<file path="src/rtl/demultiplexer_sequencial_pkg.sv">
// rtl/demultiplexer_sequencial_pkg.sv - shared defaults for the sequential demultiplexer
package demultiplexer_sequencial_pkg;

  // Default frame geometry; DEMUX_SW must equal clog2(DEMUX_N_OUT)
  localparam int DEMUX_N_OUT = 4;
  localparam int DEMUX_W     = 4;
  localparam int DEMUX_SW    = 2;

  // Index of the final slot, the one whose accept completes a frame
  function automatic int demux_last_slot(input int n_out);
    return n_out - 1;
  endfunction

endpackage

</file>
<file path="src/rtl/demultiplexer_sequencial_if.sv">
// rtl/demultiplexer_sequencial_if.sv - word-in / frame-out handshake bundle
interface demultiplexer_sequencial_if
  import demultiplexer_sequencial_pkg::*;
#(
  parameter int N_OUT = DEMUX_N_OUT,
  parameter int W     = DEMUX_W,
  parameter int SW    = DEMUX_SW
);
  logic [W-1:0]       din;
  logic               din_valid;
  logic               din_ready;
  logic               clr;
  logic [SW-1:0]      sel;
  logic [N_OUT*W-1:0] dout;
  logic               frame_valid;
  logic               frame_ready;

  // Producer/consumer side that drives words and takes frames
  modport master (
    output din, din_valid, clr, frame_ready,
    input  din_ready, sel, dout, frame_valid
  );

  // Demultiplexer side
  modport slave (
    input  din, din_valid, clr, frame_ready,
    output din_ready, sel, dout, frame_valid
  );
endinterface

</file>
<file path="src/rtl/demultiplexer_sequencial_decodificador.sv">
// rtl/demultiplexer_sequencial_decodificador.sv - slot pointer to one-hot write enables
module demux_decodificador_1xN #(
  parameter int N_OUT = 4,
  parameter int SW    = 2
) (
  input  logic [SW-1:0]    sel,
  input  logic             en,
  output logic [N_OUT-1:0] we
);

  // One enable per slot, raised only for the addressed slot on an accept
  always_comb begin
    we = '0;
    for (int k = 0; k < N_OUT; k++) begin
      if (en && (sel == SW'(k))) begin
        we[k] = 1'b1;
      end
    end
  end

endmodule

</file>
<file path="src/rtl/demultiplexer_sequencial.sv">
// rtl/demultiplexer_sequencial.sv - assembles N_OUT words into a frame with valid/ready
module demultiplexer_sequencial
  import demultiplexer_sequencial_pkg::*;
#(
  parameter int N_OUT = DEMUX_N_OUT,
  parameter int W     = DEMUX_W,
  parameter int SW    = DEMUX_SW
) (
  input logic                        clk,
  input logic                        rst_n,
  demultiplexer_sequencial_if.slave  bus
);

  localparam int LAST = demux_last_slot(N_OUT);

  logic [SW-1:0]                sel_q, sel_d;
  logic [N_OUT-2:0][W-1:0]      staging_q, staging_d;
  logic [N_OUT*W-1:0]           dout_q, dout_d;
  logic                         frame_valid_q, frame_valid_d;

  logic                         at_last;
  logic                         accept;
  logic                         consume;
  logic [N_OUT-1:0]             we;

  demux_decodificador_1xN #(
    .N_OUT (N_OUT),
    .SW    (SW)
  ) u_dec (
    .sel (sel_q),
    .en  (accept),
    .we  (we)
  );

  // Handshake: only the final slot stalls behind an unconsumed frame
  always_comb begin
    at_last       = (sel_q == SW'(LAST));
    bus.din_ready = !bus.clr && !(at_last && frame_valid_q && !bus.frame_ready);
    accept        = bus.din_valid && bus.din_ready;
    consume       = frame_valid_q && bus.frame_ready;
  end

  // Next-state: staging fill, frame completion, cancel and consume
  always_comb begin
    sel_d         = sel_q;
    staging_d     = staging_q;
    dout_d        = dout_q;
    frame_valid_d = frame_valid_q;

    if (bus.clr) begin
      sel_d     = '0;
      staging_d = '0;
    end else if (accept) begin
      for (int k = 0; k < N_OUT - 1; k++) begin
        if (we[k]) begin
          staging_d[k] = bus.din;
        end
      end
      if (we[LAST]) begin
        dout_d    = {bus.din, staging_q};
        staging_d = '0;
        sel_d     = '0;
      end else begin
        sel_d = sel_q + SW'(1);
      end
    end

    // A completing accept wins over a same-cycle consume so no frame is dropped
    if (accept && at_last) begin
      frame_valid_d = 1'b1;
    end else if (consume) begin
      frame_valid_d = 1'b0;
    end
  end

  // State registers with synchronous active-low reset
  always_ff @(posedge clk) begin
    if (!rst_n) begin
      sel_q         <= '0;
      staging_q     <= '0;
      dout_q        <= '0;
      frame_valid_q <= 1'b0;
    end else begin
      sel_q         <= sel_d;
      staging_q     <= staging_d;
      dout_q        <= dout_d;
      frame_valid_q <= frame_valid_d;
    end
  end

  // Output mapping
  always_comb begin
    bus.sel         = sel_q;
    bus.dout        = dout_q;
    bus.frame_valid = frame_valid_q;
  end

endmodule
</file>
<file path="src/flat_wrapper.sv">
// flat-port wrapper written by rule: the top's interface ports become plain ports
module demultiplexer_sequencial_flat import demultiplexer_sequencial_pkg::*;
#(
  parameter int N_OUT = DEMUX_N_OUT,
  parameter int W     = DEMUX_W,
  parameter int SW    = DEMUX_SW
)
  (clk, rst_n, bus_din, bus_din_valid, bus_clr, bus_frame_ready, bus_din_ready, bus_sel, bus_dout, bus_frame_valid);
  demultiplexer_sequencial_if #(.N_OUT(N_OUT), .W(W), .SW(SW)) bus_i ();
  input logic clk;
  input logic rst_n;
  input wire logic [$bits(bus_i.din)-1:0] bus_din;
  input wire logic [$bits(bus_i.din_valid)-1:0] bus_din_valid;
  input wire logic [$bits(bus_i.clr)-1:0] bus_clr;
  input wire logic [$bits(bus_i.frame_ready)-1:0] bus_frame_ready;
  output wire logic [$bits(bus_i.din_ready)-1:0] bus_din_ready;
  output wire logic [$bits(bus_i.sel)-1:0] bus_sel;
  output wire logic [$bits(bus_i.dout)-1:0] bus_dout;
  output wire logic [$bits(bus_i.frame_valid)-1:0] bus_frame_valid;
  assign bus_i.din = bus_din;
  assign bus_i.din_valid = bus_din_valid;
  assign bus_i.clr = bus_clr;
  assign bus_i.frame_ready = bus_frame_ready;
  assign bus_din_ready = bus_i.din_ready;
  assign bus_sel = bus_i.sel;
  assign bus_dout = bus_i.dout;
  assign bus_frame_valid = bus_i.frame_valid;
  demultiplexer_sequencial #(.N_OUT(N_OUT), .W(W), .SW(SW)) u_core (.clk(clk), .rst_n(rst_n), .bus(bus_i));
endmodule
</file>
<file path="config.mk">
export PLATFORM = sky130hd
export DESIGN_NAME = demultiplexer_sequencial_flat
export DESIGN_NICKNAME = d
export VERILOG_FILES = /design/src/rtl/demultiplexer_sequencial_pkg.sv /design/src/rtl/demultiplexer_sequencial_if.sv /design/src/rtl/demultiplexer_sequencial_decodificador.sv /design/src/rtl/demultiplexer_sequencial.sv /design/src/flat_wrapper.sv
export SDC_FILE = /design/constraint.sdc
export NUM_CORES = 1
export LEC_CHECK = 0
export ABC_AREA = 1
export CAP_MARGIN = 20
export CORE_MARGIN = 10
export CORE_UTILIZATION = 40
export CTS_CLUSTER_DIAMETER = 200
export CTS_CLUSTER_SIZE = 28
export DETAILED_ROUTE_END_ITERATION = 8
export GPL_TIMING_DRIVEN = 1
export PLACE_DENSITY = 0.73
export SYNTH_ARGS = -nofsm -noshare
export SYNTH_HDL_FRONTEND = slang
export SYNTH_SLANG_ARGS = --single-unit
</file>
<file path="constraint.sdc">
create_clock -name clk -period 2.39 [get_ports clk]
set_input_delay 0.5975 -clock clk [delete_from_list [all_inputs] [get_ports clk]]
set_output_delay 0.5975 -clock clk [all_outputs]
set_load 0.1 [all_outputs]
</file>
==> results.sh, run 1 <==
export IMPL_power_frac_comb_pct=7.7
export IMPL_fin_worst_skew_ns=0.00517
export IMPL_cp_end_kind="primary output"
export IMPL_coreArea_um2=3000
export IMPL_synth_seq_area_share_pct=49.9
export IMPL_critPathLaunchType="primary input"
export IMPL_top_usage_layer="met2"
export IMPL_ios=29
export IMPL_rsz0062_at_grt="false"
export IMPL_clkTransAtPathRegs_ns=0.09
export IMPL_power_switching_mw=0.236
export IMPL_use_met2_pct=19.8
export IMPL_final_nets=199
export IMPL_hp_class="reg2reg"
export IMPL_syn_nets=169
export IMPL_crit_path_start="bus_frame_ready"
export IMPL_drive_gt1_share_pct=17.6
export IMPL_gp_congestion=0.792
export IMPL_pwr_share_clk_pct=41.6
export IMPL_first_global_vias=1095
export IMPL_ys_warn_count=0
export IMPL_netlist_instances=156
export IMPL_vias=1074
export IMPL_r2r_setup_slack_ns=0.88
export IMPL_gr_usage_all_layers_pct=10.9
export IMPL_ant_nets=0
export IMPL_slew_headroom_pct=69.6
export IMPL_cts_root_buf="clkbuf_4"
export IMPL_required_ns=1.79
export IMPL_setup_viol=0
export IMPL_tritoncts_num_buffers=5
export IMPL_row_count=20
export IMPL_ys_types=19
export IMPL_clkSinkCount=31
export IMPL_die_area_um2=5740
export IMPL_cts_buffer_depth=2
export IMPL_cp_cell_sequence="clkdlybuf4s50_1 > inv_1 > a31oi_4 > buf_12"
export IMPL_drt_total_wl_um=2780
export IMPL_dr_pass1_iters=5
export IMPL_use_met3_pct=2.73
export IMPL_synthToLayoutAreaGrowth_pct=29.9
export IMPL_post_cts_repair_setup_buffers=0
export IMPL_hold_worst_slack_ns=0.447
export IMPL_postCtsHoldBufs=0
export IMPL_p_per_area_nw_per_um2=639
export IMPL_fill_cells=290
export IMPL_dr_first_iter_drc_count=90
export IMPL_p_seq_share_pct=50.6
export IMPL_reg2reg_depth=6
export IMPL_drv_cap=0
export IMPL_mostFrequentLayoutCells="dfxtp_1, a21oi_1, inv_1, buf_4, nand2_1"
export IMPL_overflow=0
export IMPL_period_needed_ns=2.10
export IMPL_route_detailed_drc=0
export IMPL_ctsResizeCount=0
export IMPL_cp_endpoint="bus_din_ready"
export IMPL_mostFrequentLayoutCell="dfxtp_1"
export IMPL_status="complete, no violations"
export IMPL_ir_worst_vdd_mv=0.324
export IMPL_antenna_found_initial=0
export IMPL_r2r_end="u_core.staging_q[1]$_SDFFE_PP0P_"
export IMPL_cp_slowest_cell="clkdlybuf4s50_1"
export IMPL_syn_avg_cell_area_um2=7.96
export IMPL_h_tree_depth=2
export IMPL_crit_arrival_ns=1.51
export IMPL_slowest_delay_ns=0.46
export IMPL_via_per_inst=4.88
export IMPL_post_drt_wl_per_cell_um=12.6
export IMPL_die_w_um=75.7
export IMPL_clk_latency_ns=0.34
export IMPL_met1_usage_pct=10.2
export IMPL_switching_share_pct=22.9
export IMPL_yosys_register_bits=31
export IMPL_crit_fanout=3
export IMPL_tightest_slew_ns=0.456
export IMPL_tns_ns=0
export IMPL_cts_tree="built"
export IMPL_syn_area_um2=1240
export IMPL_slew_viol_final=0
export IMPL_initial_utilization_pct=41.4
export IMPL_intPower_mw=0.795
export IMPL_n_antenna_cell=0
export IMPL_hold_viol=0
export IMPL_grt_max_degree=49
export IMPL_final_period_utilization_pct=88.0
export IMPL_grt_pass1_wl_um=4710
export IMPL_leakagePower_nw=0.659
export IMPL_die_h_um=75.7
export IMPL_crit_type="in2out"
export IMPL_dp_hpwl_um=2090
export IMPL_portBuffers=28
export IMPL_r2r_start="u_core.bus.sel[0]$_SDFFE_PP0P_"
export IMPL_clock_fmax_mhz=475
-- kinds of logic (layout without fill, tap and decap cells) --
| family | after synthesis | count (layout) | synth area share, % |
|---|---|---|---|
| DFF | 31 | 31 | 50.0 |
| and+or+nand+nor | 39 | 39 | 14.5 |
| adders and majority gates | 4 | 4 | 4.03 |
| AOI/OAI and AO/OA | 48 | 48 | 20.0 |
| buffers and inverters | 34 | 65 | 11.5 |
-- sequential cells by signal, indices dropped and copies added (netlist names) --
name / cells
u_core.bus.dout: 16
u_core.bus.frame_valid: 1
u_core.bus.sel: 2
u_core.staging_q: 12
-- critical path, delay by kind of cell --
kind | cells | cell delay, ns
buffers and inverters | 3 | 0.74
AO/OA/AOI/OAI | 1 | 0.17
-- layer usage --
| metal | vias up | part of all wire (%) |
|---|---|---|
| met5 | - | 0 |
| met1 | 470 | 39 |
| met3 | 8 | 5.6 |
| li1 | 570 | - |
| met2 | 26 | 52 |
| met4 | 0 | 3.4 |
-- metrics by stage --
stage	cell area (µm²)	cells	setup WS, ns	utilization (%)	power, mW
after floorplan	1260	156	0.0323	-	0.581
after global placement	1530	212	0.319	50.9	0.612
after detailed placement	1530	212	0.286	50.9	0.614
after CTS	1610	220	0.286	53.8	1.04
after global routing	1610	220	0.258	53.8	1.07
final	1610	220	0.286	53.8	1.03
-- how the worst min path moves through the flow --
stage | from | end | slack [ns] | depth (start not counted)
after floorplan | u_core.staging_q[0]$_SDFFE_PP0P_ | u_core.staging_q[0]$_SDFFE_PP0P_ | 0.46 | 2
after global placement | u_core.bus.dout[13]$_SDFFE_PN0P_ | u_core.bus.dout[13]$_SDFFE_PN0P_ | 0.43 | 2
after detailed placement | u_core.bus.dout[3]$_SDFFE_PN0P_ | u_core.bus.dout[3]$_SDFFE_PN0P_ | 0.44 | 2
after CTS | u_core.bus.dout[3]$_SDFFE_PN0P_ | u_core.bus.dout[3]$_SDFFE_PN0P_ | 0.45 | 2
after global routing | u_core.bus.dout[3]$_SDFFE_PN0P_ | u_core.bus.dout[3]$_SDFFE_PN0P_ | 0.46 | 2
final | u_core.bus.dout[3]$_SDFFE_PN0P_ | u_core.bus.dout[3]$_SDFFE_PN0P_ | 0.45 | 2
-- synthesized netlist by cell type --
cell | n | share of area (%)
buf_6 | 1 | 0.91
a211oi_1 | 2 | 1.2
nand4_2 | 1 | 1.0
nand3_1 | 14 | 5.6
nor2_1 | 3 | 0.91
inv_2 | 1 | 0.30
a21oi_1 | 28 | 11
ha_1 | 4 | 4.0
clkbuf_2 | 1 | 0.40
dfxtp_1 | 31 | 50
a31oi_1 | 1 | 0.50
nand4_1 | 3 | 1.5
buf_4 | 1 | 0.60
inv_1 | 26 | 7.9
a21boi_0 | 1 | 0.60
buf_2 | 2 | 0.81
clkbuf_1 | 2 | 0.60
o21ai_0 | 16 | 6.4
nand2_1 | 18 | 5.4
-- power by group through the flow --
stage | sequential [mW] | clock [mW] | combinational, mW
floorplan | 0.545 | 0 | 0.0364
global placement | 0.534 | 0 | 0.0781
detailed placement | 0.534 | 0 | 0.0799
CTS | 0.522 | 0.442 | 0.0802
global route | 0.523 | 0.457 | 0.0878
finish | 0.522 | 0.429 | 0.0798
-- cell type report --
class | instances | area (µm²) | area share, %
Clock buffer | 6 | 51.3 | 3.18
Multi-Input combinational cell | 91 | 494 | 30.6
Clock inverter | 2 | 35.0 | 2.17
Tap cell | 33 | 41.3 | 2.56
Sequential cell | 31 | 621 | 38.4
Timing Repair Buffer | 30 | 270 | 16.7
Inverter | 27 | 101 | 6.28
No activity file was read; power rests on OpenSTA's default activity.
==> inputs of run 2 (changes only) <==
CTS_CLUSTER_DIAMETER = unset   (was 200)
MAX_ROUTING_LAYER = met4   (was unset)
SKIP_CTS_REPAIR_TIMING = 1   (was unset)
==> run 2 against run 1 <==
  * Cell area stayed put
  * Combinational power hardly changed
  * Non-clock buffer count stayed put
  * Global-route usage is 0.30 points higher
  * Sequential power hardly changed
  * Highest routed layer unchanged
  * Wire length is 0.54% lower
  * Final cell count stayed put
  * Largest cell class unchanged
  * Die area stayed put
  * First-iteration DRC count is 14% lower
  * Sequential share of layout area stayed put
  * Worst hold slack hardly changed
  * Clock power hardly changed
==> results.sh, run 2 (synthesized netlist as in run 1, its figures left out) <==
export IMPL_cts_buffer_depth=2
export IMPL_fin_worst_skew_ns=0.00525
export IMPL_period_needed_ns=2.10
export IMPL_cts_tree="built"
export IMPL_ir_worst_vdd_mv=0.323
export IMPL_slew_headroom_pct=69.3
export IMPL_clk_latency_ns=0.34
export IMPL_overflow=0
export IMPL_hp_class="reg2reg"
export IMPL_fill_cells=290
export IMPL_final_nets=199
export IMPL_via_per_inst=4.87
export IMPL_required_ns=1.79
export IMPL_drt_total_wl_um=2760
export IMPL_die_area_um2=5740
export IMPL_slew_viol_final=0
export IMPL_gp_congestion=0.803
export IMPL_vias=1072
export IMPL_antenna_found_initial=0
export IMPL_first_global_vias=1096
export IMPL_rsz0062_at_grt="false"
export IMPL_leakagePower_nw=0.659
export IMPL_critPathLaunchType="primary input"
export IMPL_cp_end_kind="primary output"
export IMPL_ant_nets=0
export IMPL_portBuffers=28
export IMPL_tightest_slew_ns=0.459
export IMPL_die_h_um=75.7
export IMPL_drv_cap=0
export IMPL_fin_util_pct=53.8
export IMPL_synthToLayoutAreaGrowth_pct=29.9
export IMPL_status="complete, no violations"
export IMPL_route_detailed_drc=0
export IMPL_grt_max_degree=49
export IMPL_row_count=20
export IMPL_hold_viol=0
export IMPL_setup_viol=0
export IMPL_tritoncts_num_buffers=5
export IMPL_ios=29
export IMPL_grt_pass1_wl_um=4700
export IMPL_h_tree_depth=2
export IMPL_regArea_um2=621
export IMPL_dr_first_iter_drc_count=77
export IMPL_crit_type="in2out"
export IMPL_initial_utilization_pct=41.4
export IMPL_crit_arrival_ns=1.51
export IMPL_mostFrequentLayoutCells="dfxtp_1, a21oi_1, inv_1, buf_4, nand2_1"
export IMPL_clkTransAtPathRegs_ns=0.09
export IMPL_final_period_utilization_pct=88.0
export IMPL_crit_fanout=3
export IMPL_mostFrequentLayoutCell="dfxtp_1"
export IMPL_multi_input_area_um2=494
export IMPL_drive_gt1_share_pct=17.6
export IMPL_die_w_um=75.7
export IMPL_p_per_area_nw_per_um2=639
export IMPL_dp_hpwl_um=2090
export IMPL_gr_usage_all_layers_pct=11.2
export IMPL_dr_pass1_iters=4
export IMPL_clkSinkCount=31
export IMPL_coreArea_um2=3000
export IMPL_r2r_setup_slack_ns=0.88
export IMPL_dpl_cell_count=212
export IMPL_clock_fmax_mhz=475
export IMPL_tns_ns=0
export IMPL_fin_cells=220
export IMPL_largest_reg_flops=16
export IMPL_n_antenna_cell=0
export IMPL_cts_root_buf="clkbuf_4"
export IMPL_post_drt_wl_per_cell_um=12.6
[run 2: cell counts in the layout (fill, tap and decap cells not counted)]
Identical to the previous run, type by type.
[run 2: path summary, 6_finish.rpt]
check | cells after the start | startpoint | to
worst max-delay path | 4 | bus_frame_ready | bus_din_ready
worst min-delay path | 2 | u_core.bus.dout[3]$_SDFFE_PN0P_ | u_core.bus.dout[3]$_SDFFE_PN0P_
worst max register to register | 6 | u_core.bus.sel[0]$_SDFFE_PP0P_ | u_core.staging_q[1]$_SDFFE_PP0P_
worst min register to register | 2 | u_core.bus.dout[3]$_SDFFE_PN0P_ | u_core.bus.dout[3]$_SDFFE_PN0P_
[run 2: cell type report]
class                      count  share of cell area, %
clock inverter                 2                   2.17
sequential                    31                   38.4
tap                           33                   2.56
multi-input combinational     91                   30.6
clock buffer                   6                   3.18
timing repair buffer          30                   16.7
inverter                      27                   6.28
[run 2: per-layer routing]
layer | part of all wire [%] | up-vias | track usage [%]
met1 | 39 | 472 | 10.2
li1 | - | 570 | -
met5 | 0 | - | -
met3 | 5.2 | 8 | 2.73
met4 | 3.4 | 0 | 8.66
met2 | 53 | 22 | 19.8
[run 2: report_power, final]
group	switching, mW	internal [mW]
logic	0.0509	0.0288
clock network	0.182	0.247
registers	0.00249	0.520
[run 2: stage by stage]
| step | hold slack, ns | total power [mW] | worst slack [ns] | cell area [µm²] |
|---|---|---|---|---|
| floorplan | 0.461 | 0.581 | 0.0323 | 1260 |
| CTS | 0.450 | 1.04 | 0.286 | 1610 |
| finish | 0.447 | 1.03 | 0.286 | 1610 |
| global placement | 0.431 | 0.612 | 0.319 | 1530 |
| detailed placement | 0.435 | 0.614 | 0.286 | 1530 |
| global route | 0.464 | 1.07 | 0.258 | 1610 |
[run 2: worst max-delay path, cell delays in order]
cell and delay [ns]:
clkdlybuf4s50_1 0.46, inv_1 0.08, a31oi_4 0.17, buf_12 0.20
==> inputs of run 3 (changes only) <==
CTS_BUF_LIST = sky130_fd_sc_hd__clkbuf_2   (was unset)
REMOVE_ABC_BUFFERS = 1   (was unset)
==> run 3 against run 2 <==
  * Clock skew increased by 0.0060 ns
  * Sequential cell count did not move
  * Via count is 0.37% higher
  * Final cell count did not move
  * Clock power decreased by 42%
  * Sequential share of layout area is 1.5 points higher
  * Global-route usage down 0.47 points
  * Critical path depth did not move
  * Setup slack worse by 0.051 ns
  * First-iteration DRC count down 22%
  * Register-to-register slack improved by 0.04 ns
  * Critical endpoint unchanged
  * Largest cell class unchanged
  * Highest routed layer unchanged
==> results.sh, run 3 (synthesized netlist as in run 1, its figures left out) <==
export IMPL_status="complete, no violations"
export IMPL_pwr_share_clk_pct=29.3
export IMPL_p_seq_share_pct=61.6
export IMPL_drt_total_wl_um=2660
export IMPL_initial_utilization_pct=41.4
export IMPL_overflow=0
export IMPL_rsz0062_at_grt="false"
export IMPL_required_ns=1.79
export IMPL_tightest_slew_ns=0.449
export IMPL_route_detailed_drc=0
export IMPL_die_area_um2=5740
export IMPL_synthToLayoutAreaGrowth_pct=25.0
export IMPL_drv_cap=0
export IMPL_n_antenna_cell=0
export IMPL_die_w_um=75.7
export IMPL_cts_tree="built"
export IMPL_total_power_mw=0.849
export IMPL_ir_worst_vdd_mv=0.262
export IMPL_clock_fmax_mhz=464
export IMPL_ant_nets=0
export IMPL_row_count=20
export IMPL_cp_endpoint="bus_din_ready"
export IMPL_mostFrequentLayoutCells="dfxtp_1, a21oi_1, inv_1, buf_4, nand2_1"
export IMPL_first_global_vias=1039
export IMPL_switching_share_pct=26.0
export IMPL_post_route_cell_area_um2=1550
export IMPL_crit_path_start="bus_frame_ready"
export IMPL_h_tree_depth=2
export IMPL_placed_cell_area_um2=1510
export IMPL_tritoncts_num_buffers=5
export IMPL_p_per_area_nw_per_um2=547
export IMPL_coreArea_um2=3000
export IMPL_hp_class="reg2reg"
export IMPL_gr_usage_all_layers_pct=10.7
export IMPL_dr_pass1_iters=4
export IMPL_drive_gt1_share_pct=17.1
export IMPL_reg2reg_depth=6
export IMPL_clkSinkCount=31
export IMPL_setup_viol=0
export IMPL_grt_pass1_wl_um=4510
export IMPL_critPathLaunchType="primary input"
export IMPL_cts_root_buf="clkbuf_2"
export IMPL_antenna_found_initial=0
export IMPL_vias=1076
export IMPL_fin_worst_skew_ns=0.0112
export IMPL_r2r_start="u_core.bus.sel[0]$_SDFFE_PP0P_"
export IMPL_gp_congestion=0.810
export IMPL_portBuffers=28
export IMPL_cts_buffer_depth=2
export IMPL_post_drt_wl_per_cell_um=12.1
export IMPL_crit_type="in2out"
export IMPL_clk_latency_ns=0.36
export IMPL_slew_viol_final=0
export IMPL_final_period_utilization_pct=90.2
export IMPL_r2r_end="u_core.staging_q[9]$_SDFFE_PP0P_"
export IMPL_intPower_mw=0.628
export IMPL_grt_max_degree=50
export IMPL_mostFrequentLayoutCell="dfxtp_1"
export IMPL_power_frac_comb_pct=9.1
export IMPL_cp_end_kind="primary output"
export IMPL_crit_arrival_ns=1.56
export IMPL_dr_first_iter_drc_count=60
export IMPL_period_needed_ns=2.16
export IMPL_slew_headroom_pct=70.0
export IMPL_via_per_inst=4.89
export IMPL_leakagePower_nw=0.643
export IMPL_dp_hpwl_um=1990
export IMPL_crit_fanout=3
export IMPL_largest_reg_flops=16
export IMPL_die_h_um=75.7
export IMPL_clkTransAtPathRegs_ns=0.15
export IMPL_ios=29
export IMPL_final_nets=199
export IMPL_power_switching_mw=0.221
export IMPL_r2r_setup_slack_ns=0.92
export IMPL_hold_viol=0
[run 3: worst min-delay path by stage]
| stage | endpoint | cells after the start | start | slack [ns] |
|---|---|---|---|---|
| 6_report | u_core.bus.dout[6]$_SDFFE_PN0P_ | 2 | u_core.bus.dout[6]$_SDFFE_PN0P_ | 0.45 |
| 5_1_grt | u_core.bus.dout[15]$_SDFFE_PN0P_ | 2 | u_core.bus.dout[15]$_SDFFE_PN0P_ | 0.48 |
| 4_1_cts | u_core.bus.dout[6]$_SDFFE_PN0P_ | 2 | u_core.bus.dout[6]$_SDFFE_PN0P_ | 0.46 |
| 3_5_place_dp | u_core.bus.dout[6]$_SDFFE_PN0P_ | 2 | u_core.bus.dout[6]$_SDFFE_PN0P_ | 0.44 |
| 3_3_place_gp | u_core.bus.dout[6]$_SDFFE_PN0P_ | 2 | u_core.bus.dout[6]$_SDFFE_PN0P_ | 0.43 |
| 2_1_floorplan | u_core.staging_q[0]$_SDFFE_PP0P_ | 2 | u_core.staging_q[0]$_SDFFE_PP0P_ | 0.46 |
[run 3: power groups by stage]
stage	clock (mW)	combinational [mW]	sequential, mW
2_1_floorplan	0	0.0331	0.545
3_5_place_dp	0	0.0769	0.534
6_report	0.249	0.0769	0.523
3_3_place_gp	0	0.0760	0.534
5_1_grt	0.278	0.0852	0.524
4_1_cts	0.258	0.0771	0.523
[run 3: worst max-delay path, cell delays in order]
cell and delay [ns]:
clkdlybuf4s50_1 0.46, inv_1 0.06, a31oi_1 0.23, buf_12 0.22
[run 3: through the flow]
stage | utilization (%) | TNS [ns] | cells | setup WS [ns] | hold slack (ns)
after global placement | 50.4 | 0 | 212 | 0.250 | 0.430
after detailed placement | 50.4 | 0 | 212 | 0.230 | 0.436
final | 51.7 | 0 | 220 | 0.235 | 0.455
after CTS | 51.7 | 0 | 220 | 0.229 | 0.456
after global routing | 51.7 | 0 | 220 | 0.173 | 0.482
after floorplan | - | -3.36 | 149 | -0.867 | 0.461
[run 3: layout make-up]
class	count	area [µm²]
fill	305	1450
multi-input combinational	91	479
clock inverter	1	5.00
sequential	31	621
clock buffer	7	35.0
timing repair buffer	30	270
inverter	27	101
tap	33	41.3
[run 3: per-layer routing]
layer | wire length [µm] | track usage, % | up-vias
met1 | 1180 | 10.8 | 475
met2 | 1260 | 17.8 | 25
met3 | 119 | 2.73 | 7
li1 | - | - | 569
met4 | 97 | 8.04 | 0
met5 | 0 | - | -
